===== src/rtl/cpu_pkg.sv =====
// rtl/cpu_pkg.sv - shared types and defaults for the bus arbiter slice
package cpu_pkg;

    localparam int DATA_W_DEFAULT = 8;

    typedef enum logic [1:0] {
        IDLE = 2'd0,
        OWN0 = 2'd1,
        OWN1 = 2'd2
    } arb_state_t;

endpackage


===== src/rtl/mux_2to1.sv =====
// rtl/mux_2to1.sv - two-input data multiplexer
module mux_2to1 #(
    parameter int W = 8
) (
    input  logic [W-1:0] in0,
    input  logic [W-1:0] in1,
    input  logic         sel,
    output logic [W-1:0] out
);

    assign out = sel ? in1 : in0;

endmodule


===== src/rtl/bus_arbiter.sv =====
// rtl/bus_arbiter.sv - two-requester round-robin bus arbiter with hold timeout and lockout
module bus_arbiter
    import cpu_pkg::*;
#(
    parameter int DATA_W   = DATA_W_DEFAULT,
    parameter int MAX_HOLD = 8
) (
    input  logic              clk,
    input  logic              rst_n,
    input  logic [1:0]        req,
    input  logic [1:0]        done,
    input  logic [DATA_W-1:0] data_in0,
    input  logic [DATA_W-1:0] data_in1,
    output logic [1:0]        grant,
    output logic              sel,
    output logic [DATA_W-1:0] bus_out,
    output logic              bus_valid,
    output logic              timeout
);

    localparam logic [7:0] HOLD_LIMIT = 8'(MAX_HOLD);

    arb_state_t        state;
    logic [7:0]        hold_cnt;
    logic [1:0]        lock;
    logic              last_owner;
    logic [1:0]        elig;
    logic              owner;
    logic              idle_win;
    logic              at_max;
    logic              release_now;
    logic              forced;
    logic              other_ok;
    logic [DATA_W-1:0] mux_out;

    always_comb begin
        elig        = req & ~lock;
        owner       = (state == OWN1);
        idle_win    = (elig == 2'b11) ? ~last_owner : elig[1];
        at_max      = (hold_cnt == HOLD_LIMIT);
        release_now = done[owner] | ~req[owner] | at_max;
        // done arriving on the limit cycle wins: that is a clean release
        forced      = at_max & ~done[owner];
        other_ok    = elig[~owner];
    end

    always_ff @(posedge clk or negedge rst_n) begin
        if (!rst_n) begin
            state      <= IDLE;
            grant      <= 2'b00;
            sel        <= 1'b0;
            hold_cnt   <= 8'd0;
            lock       <= 2'b00;
            last_owner <= 1'b1;
            timeout    <= 1'b0;
        end else begin
            timeout <= 1'b0;
            lock    <= lock & req;
            case (state)
                IDLE: begin
                    if (|elig) begin
                        state      <= idle_win ? OWN1 : OWN0;
                        grant      <= idle_win ? 2'b10 : 2'b01;
                        sel        <= idle_win;
                        last_owner <= idle_win;
                        hold_cnt   <= 8'd1;
                    end
                end
                OWN0, OWN1: begin
                    if (release_now) begin
                        if (forced) begin
                            timeout     <= 1'b1;
                            lock[owner] <= 1'b1;
                        end
                        if (other_ok) begin
                            state      <= owner ? OWN0 : OWN1;
                            grant      <= owner ? 2'b01 : 2'b10;
                            sel        <= ~owner;
                            last_owner <= ~owner;
                            hold_cnt   <= 8'd1;
                        end else begin
                            state <= IDLE;
                            grant <= 2'b00;
                        end
                    end else if (hold_cnt != 8'hFF) begin
                        hold_cnt <= hold_cnt + 8'd1;
                    end
                end
                default: begin
                    state <= IDLE;
                    grant <= 2'b00;
                end
            endcase
        end
    end

    mux_2to1 #(
        .W(DATA_W)
    ) u_mux (
        .in0(data_in0),
        .in1(data_in1),
        .sel(sel),
        .out(mux_out)
    );

    assign bus_valid = |grant;
    assign bus_out   = bus_valid ? mux_out : '0;

endmodule

===== config.mk =====
export PLATFORM = sky130hd
export DESIGN_NAME = bus_arbiter
export DESIGN_NICKNAME = d
export VERILOG_FILES = /design/src/rtl/cpu_pkg.sv /design/src/rtl/mux_2to1.sv /design/src/rtl/bus_arbiter.sv
export SDC_FILE = /design/constraint.sdc
export NUM_CORES = 1
export LEC_CHECK = 0
export BUFFER_PORTS_ARGS = -buffer_cell sky130_fd_sc_hd__buf_2
export CORE_MARGIN = 5
export CORE_UTILIZATION = 40
export CTS_CLUSTER_SIZE = 28
export DETAILED_ROUTE_END_ITERATION = 8
export SLEW_MARGIN = 20
export SYNTH_ARGS = -nofsm -noshare
export SYNTH_HDL_FRONTEND = slang
export SYNTH_SLANG_ARGS = --single-unit

===== constraint.sdc =====
create_clock -name clk -period 2.5 [get_ports clk]
set_input_delay 0.375 -clock clk [delete_from_list [all_inputs] [get_ports clk]]
set_output_delay 0.375 -clock clk [all_outputs]
set_load 0.005 [all_outputs]

# Yosys cells after proc, flatten, opt, wreduce, memory -nomap -nowiden
# Cells that the tools add are included.
totals:
  regBits: 15
  in_bits: 22
  out_inout_bits: 13
  word_cells: 72
classes:
  n_addsub: 1
  order_cmp: 3
  eq_ne: 10
  n_mux: 32
  bitwise: 11
  reduce_logical: 9
ops:
  columns: ["cell", "count"]
  rows:
  - ["$mux W8", 6]
  - ["$mux W2", 8]
  - ["$pmux W8 S2", 1]
  - ["$mux W1", 14]
  - ["$add A8 B1 Y8 const B", 1]
  - ["$eq A8 B4 Y1 const B", 1]
  - ["$ne A8 B8 Y1 const B", 1]
  - ["$reduce_and A4 Y1", 2]
  - ["$ne A2 B2 Y1 const B", 3]
  - ["$ne A3 B3 Y1 const B", 2]
  - ["$reduce_or A2 Y1", 3]
  - ["$and A2 B2 Y2", 2]
  - ["$eq A2 B2 Y1 const B", 2]
  - ["$lt A1 B2 Y1 const B", 2]
  - ["$not A1 Y1", 4]
  - ["$pmux W2 S2", 1]
  - ["$eq A2 B1 Y1 const B", 1]
  - ["$logic_not A2 Y1", 1]
  - ["$not A2 Y2", 1]
  - ["$or A1 B1 Y1", 2]
  - ["$or A2 B2 Y2", 1]
  - ["$pmux W1 S2", 1]
  - ["$reduce_and A2 Y1", 1]
  - ["$reduce_bool A2 Y1", 1]
  - ["other kinds (4)", 4]

# Longest topological paths before layout
# Gate-level depths: netlist of run 1.
depth:
  ltp_word: 9
  depth_mapped: 7
  ltp_nobuf: 6

# By module
# A second synthesis of run 1 with hierarchy kept.
unflattened:
  hier_cells: 125
  area_unflattened_um2: 1258.7
modules_own_cells:
  columns: ["mod", "n_inst", "cells_each", "area_per_inst_um2", "seq_area_each_um2"]
  rows:
  - ["bus_arbiter", 1, 116, 1127.3, 376.6]
  - ["mux_2to1", 1, 9, 131.4, 0.0]

# Worst setup path before layout of run 1
# No wires, ideal clock.
synth_path:
  path_type: "register to register"
  from: "register state[0]"
  to: "register hold_cnt[5]"
  setup_time_ns: 0.092
  arrival_time_ns: 1.900
  required_time_ns: 2.408
  path_slack_ns: 0.508
  path_stages_with_launch: 7
  n_path_buf: 0
  path_cell_list: "dfrtp_1 -> inv_1 -> ha_1 -> mux2i_1 -> o2111ai_2 -> or4_1 -> o221ai_1"
synth_via:
  elab_chain_len: 8
  word_cells_on_any_way: 20
  cone_classes: "eq/ne (5); mux (8); bitwise (3); reduce/logical (4)"
synth_lines:
  columns: ["element", "line", "source"]
  rows:
  - ["from (decl)", "bus_arbiter.sv:23", "arb_state_t state;"]
  - ["from (signal assigned)", "bus_arbiter.sv:62", "state <= idle_win ? OWN1 : OWN0;"]
  - ["from (signal assigned)", "bus_arbiter.sv:76", "state <= owner ? OWN0 : OWN1;"]
  - ["$eq A2 B2 Y1", "bus_arbiter.sv:38, bus_arbiter.sv:59", null]
  - ["$mux W1 (implied by the code) (2 in series)", "bus_arbiter.sv:41", "release_now = done[owner] | ~req[owner] | at_max;"]
  - ["$not A1 Y1", "bus_arbiter.sv:41", null]
  - ["$or A1 B1 Y1 (2 in series)", "bus_arbiter.sv:41", null]
  - ["$ne A3 B3 Y1 (no source line) or $mux W8 (tied branches)", null, null]
  - ["$reduce_and A4 Y1 (no source line) or $pmux W8 S2 (tied branches)", null, null]
  - ["to (signal assigned)", "bus_arbiter.sv:86", "hold_cnt <= hold_cnt + 8'd1;"]
  - ["to (decl)", "bus_arbiter.sv:24", "logic [7:0] hold_cnt;"]
# Several ways; a longest one is shown, not always the timed one. The select of a mux whose other input is x is not followed.
# A chain may end at the register's enable or synchronous reset.

# Final worst setup path of run 1
# Same ends and word-level chain as after synthesis.

==> results.txt, run 1 <==
Crit share post-route: 88.4%
Final WL: 2930 um
Initial antenna violation count: 0
Vias per cell: 5.94
Synth area leader: dfrtp_1
Grt ovf: 0
Setup Skew: 0.00960 ns
Asr flop ratio synth: 100%
WHS: 0.344 ns
Crit path cell chain: inv_1, ha_1, mux2i_1, o2111ai_2, or4_1, o221ai_1
Netlist cell types: 45
Post_cts resized: 0
RSZ-0062 raised after global routing: false
Final Util: 50.1%
Count leader, synth: dfrtp_1
Routed vias: 1147
Cells after synthesis: 125
Worst min-delay path class: primary input to flop
CTS tree: done
GRT Util Overall: 15.0%
Ys flop type: dfrtp_1
Startpoint Class: flop
Worst Path Required: 2.71 ns
Routed WL per cell: 15.2 um
Setup Buffers After CTS: 0
Pin count of the biggest net entering global routing: 16
Leading cell types by count after synthesis: dfrtp_1, nor2_1, mux2i_1, inv_1, ha_1
Fin nets: 191
Layout filler cell count: 266
Synthesized Nets: 153
Outcome: finished, final reports clean
Final GP Congestion: 0.817
Post-Synthesis Cell Area: 1140 sq um
Synth area leaders: dfrtp_1, mux2i_1, ha_1
Initial Util: 41.5%
Vias in the first global route: 1064
TritonCTS Buffers: 3
Rows: 19
RR Startpoint: state[0]
Leakage: 0.666 nW
First-pass GRT wire length: 4910 um
Rel. slew slack: 69.4%
Setup Viol. Count Final: 0
CP arrival: 2.42 ns
CTS clock-pin slew for the worst setup and hold paths: 0.10 ns
Minimum clock period: 2.21 ns
Setup_tns: 0 ns
Synthesized flop and latch total: 15
Area Overhead vs Synth: 20.8%
R2R Setup Slk: 0.29 ns
Skew-Pair Late Insertion Delay: 0.29 ns
Yosys Warn Count: 0
Worst-margin pin slew: 0.459 ns
Io pins: 35
Placed wire-length estimate: 2200 um
Share of layout cells above drive strength 1: 28.4%
Chip height: 63.5 um
Hold buffer count at CTS: 1
Setup Crit Path Kind: flop to flop
Die area: 4030 sq um
Post-synth EDFFs: 0
Clock tree buffer depth: 2
Sequential element share of the synthesized area: 32.9%
Max IR drop VDD: 0.000679 V
Crit path max-delay family: simple AND/OR/NAND/NOR gates
Pwr per Cell Area: 956 nW/um^2
Slowest cell on crit path: or4_1
H-tree levels: 1
Tot Pwr: 1.32 mW
Sink Count: 15
CTS root buffer: clkbuf_4
Final instance area: 1380 sq um
CP Capture Type: flop
Worst Setup SP: state[0]
Final Max Slew Viols: 0
Mapped Avg Cell Area: 9.15 sq um
Area after DPL: 1350 sq um
Die W: 63.5 um
CP peak stage delay: 0.56 ns
PortBufs: 34
DRC violations left: 0
Max-cap violations: 0
Crit path buffers/inverters: 1
CP max FO: 7
Pre-Repair DR Iteration Count: 4
Final Hold Viols: 0
Hold Path Origin: req[1]
ANT cells: 0
Area of the core: 2760 sq um
Max Fclk: 0.453 GHz
Drt first-iter violations: 66
Synth top area share: 30.6%
DRT antenna net count: 0
[area by class of cell]
class | count | area [sq um] | share of cell area [%]
multi-input cells | 99 | 718 | 52.0
clock buffers | 4 | 26.3 | 1.90
flip-flops and latches | 15 | 377 | 27.3
repair buffers | 37 | 195 | 14.1
well taps | 31 | 38.8 | 2.81
inverters | 7 | 26.3 | 1.90
[sequential cells by signal (all words and copies together), names as in the netlist]
name        flops
sel             1
hold_cnt        8
timeout         1
state           2
last_owner      1
lock            2
[power by group]
| group | internal [mW] | leakage [nW] | switching [mW] |
|---|---|---|---|
| Clock | 0.0621 | 0.0150 | 0.0802 |
| Combinational | 0.347 | 0.456 | 0.457 |
| Sequential | 0.301 | 0.195 | 0.0730 |
[worst reg2reg max path, stage by stage (launching register included)]
cell	delay (ns)
dfrtp_1	0.41
inv_1	0.12
ha_1	0.29
mux2i_1	0.39
o2111ai_2	0.30
or4_1	0.56
o221ai_1	0.08
[layer usage]
layer / global-route usage, % / vias to the layer above / part of all wire (%)
met5: 0 / - / 0
met1: 19.1 / 527 / 42
li1: - / 561 / -
met4: 5.19 / 0 / 0.85
met3: 6.04 / 2 / 11
met2: 22.7 / 57 / 46
[path summary, 6_finish.rpt]
kind | end | depth (start not counted)
min | lock[1] | 2
max reg2reg | hold_cnt[5] | 6
max | hold_cnt[5] | 6
min reg2reg | lock[1] | 1
min in group asynchronous | timeout | 2
max in group asynchronous | last_owner | 2
[cell usage in the layout (no fill, tap or decap), types with 3 or more instances in the layout]
| cell | n |
|---|---|
| inv_1 | 7 |
| dfrtp_1 | 14 |
| nand2_1 | 4 |
| a31oi_1 | 3 |
| nor4_1 | 3 |
| buf_2 | 34 |
| nand3_1 | 5 |
| mux2i_1 | 9 |
| and3_1 | 3 |
| clkbuf_4 | 3 |
| o211ai_1 | 3 |
| o21ai_0 | 5 |
| nor2_1 | 12 |
| o41ai_1 | 3 |
| nor3_1 | 4 |
| nand2b_1 | 3 |
| o21ai_1 | 3 |
| ha_1 | 6 |
[cell families (layout without fill, tap and decap cells)]
group	Yosys count	after routing	share of synthesized area, %
compound gates	39	39	26.6
flops	15	15	32.9
buf+inv	11	48	4.27
simple gates	44	44	20.8
mux	10	10	8.86
fa+ha+maj	6	6	6.56
[per-stage QoR]
step / instances / setup slack (ns)
2_1_floorplan: 125 / 0.508
3_3_place_gp: 188 / 0.423
3_5_place_dp: 188 / 0.310
4_1_cts: 193 / 0.312
5_1_grt: 193 / 0.142
6_report: 193 / 0.291
No activity file was read; power rests on OpenSTA's default activity.
==> inputs of run 2 (changes only) <==
--- a/config.mk
+++ b/config.mk
@@ -10,6 +10,8 @@
 export CORE_UTILIZATION = 40
 export CTS_CLUSTER_SIZE = 28
 export DETAILED_ROUTE_END_ITERATION = 8
+export GPL_TIMING_DRIVEN = 0
+export RECOVER_POWER = 50
 export SLEW_MARGIN = 20
 export SYNTH_ARGS = -nofsm -noshare
 export SYNTH_HDL_FRONTEND = slang
==> run 2 against run 1 <==
Against the previous run:
- power is 1.3% lower
- utilization is 0.18 points higher
- combinational power is 2% higher
- first-iteration DRC count is 6.1% lower
- via count is 1.0% higher
- critical path type unchanged
==> results.txt, run 2 (synthesized netlist as in run 1, its figures left out) <==
Outcome: finished, final reports clean
Post_cts resized: 0
Fin nets: 193
Die W: 63.5 um
Sink Count: 15
CP arrival: 2.45 ns
Initial antenna violation count: 0
Final Max Slew Viols: 0
Initial Util: 41.5%
Drt first-iter violations: 62
Io pins: 35
RR Startpoint: state[0]
Non-Filler Instances: 195
CP Capture Type: flop
Max IR drop VDD: 0.000553 V
Final GP Congestion: 0.872
CP max FO: 7
Worst Hold Path Cells: 2
Most frequent cells in the layout: buf_2, dfrtp_1, nor2_1
Hold Path Origin: req[1]
Layout filler cell count: 287
Area of the core: 2760 sq um
Setup Crit Path Kind: flop to flop
Minimum clock period: 2.26 ns
Largest register by flop count: hold_cnt
Final WL: 2980 um
DRC violations left: 0
Routed vias: 1159
Final Hold Viols: 0
Met1 WL: 1320 um
DRT antenna net count: 0
CTS tree: done
Area Overhead vs Synth: 21.2%
Max Fclk: 0.442 GHz
Rows: 19
RSZ-0062 raised after global routing: false
Tot Pwr: 1.30 mW
Max-cap violations: 0
Worst Setup SP: state[0]
Worst min-delay path class: primary input to flop
Met2 WL post-DR: 1410 um
GRT Util Overall: 15.2%
Placed cells: 190
Vias in the first global route: 1129
First-pass GRT wire length: 5020 um
Routed WL per cell: 15.3 um
Worst-margin pin slew: 0.997 ns
Placed wire-length estimate: 2330 um
Max layer used: met4
Setup Buffers After CTS: 0
Worst Path Required: 2.68 ns
Pin count of the biggest net entering global routing: 16
Skew-Pair Late Insertion Delay: 0.28 ns
Setup Viol. Count Final: 0
Rel. slew slack: 33.0%
CTS root buffer: clkbuf_4
Grt ovf: 0
TritonCTS Buffers: 3
Commonest non-fill, non-tap cell in the layout: buf_2
Max FFs per register: 8
Worst reg2reg path depth: 6
Chip height: 63.5 um
Startpoint Class: flop
Setup Skew: 0.0144 ns
Hold buffer count at CTS: 1
Pwr per Cell Area: 940 nW/um^2
Multi-input logic area: 718 sq um
CTS clock-pin slew for the worst setup and hold paths: 0.10 ns
Crit share post-route: 90.5%
Routed length on met3: 214 um
Leakage: 0.661 nW
Share of layout cells above drive strength 1: 26.2%
PortBufs: 34
Clock tree buffer depth: 2
Vias per cell: 5.94
Setup_tns: 0 ns
ANT cells: 0
Pre-Repair DR Iteration Count: 4
Register area: 377 sq um
Largest regs: hold_cnt: 8 flops, lock: 2 flops, state: 2 flops
Die area: 4030 sq um
H-tree levels: 1
==> run 2: changes by cell type in the layout (fill, tap and decap cells not counted) <==
| cell | change |
|---|---|
| clkbuf_1 | +5 |
| buf_2 | -3 |
| clkinv_2 | +1 |
| buf_6 | +1 |
| buf_4 | -2 |
==> run 2: path summary, 6_finish.rpt <==
path	endpoint	slack [ns]
worst max-delay path	hold_cnt[5]	0.24
worst min-delay path	lock[1]	0.36
worst max register to register	hold_cnt[5]	0.24
worst min register to register	hold_cnt[2]	0.54
max in group asynchronous	hold_cnt[5]	1.25
min in group asynchronous	lock[1]	0.71
==> run 2: area by class of cell <==
class / instances / share of cell area, %
multi-input cells: 99 / 51.8
flip-flops and latches: 15 / 27.2
repair buffers: 35 / 12.7
well taps: 31 / 2.80
inverters: 7 / 1.90
clock buffers: 3 / 1.62
plain buffers: 4 / 1.62
clock inverters: 1 / 0.361
==> run 2: per-stage QoR <==
step	setup slack, ns	instance area (sq um)	hold slack (ns)	util (%)
3_5_place_dp	0.248	1350	0.304	49.0
3_3_place_gp	0.271	1350	0.309	49.0
6_report	0.239	1390	0.356	50.3
4_1_cts	0.210	1390	0.343	50.4
5_1_grt	0.0114	1390	0.350	50.3
2_1_floorplan	0.508	1140	0.0794	-
==> run 2: metal layers <==
| layer | global-route usage, % | vias up |
|---|---|---|
| li1 | - | 569 |
| met1 | 19.1 | 553 |
| met2 | 24.6 | 33 |
| met3 | 4.09 | 4 |
| met4 | 5.97 | 0 |
| met5 | 0 | - |
==> run 2: where the power goes <==
group	internal (mW)	total (mW)	leakage [nW]	switching [mW]
Clock	0.0593	0.139	0.0177	0.0798
Combinational	0.335	0.819	0.448	0.484
Sequential	0.301	0.345	0.195	0.0436
==> run 2: worst max-delay path: stages (launching register included) <==
cell       delay [ns]
dfrtp_1          0.42
inv_1            0.12
ha_1             0.30
mux2i_1          0.37
o2111ai_2        0.31
or4_1            0.56
o221ai_1         0.08
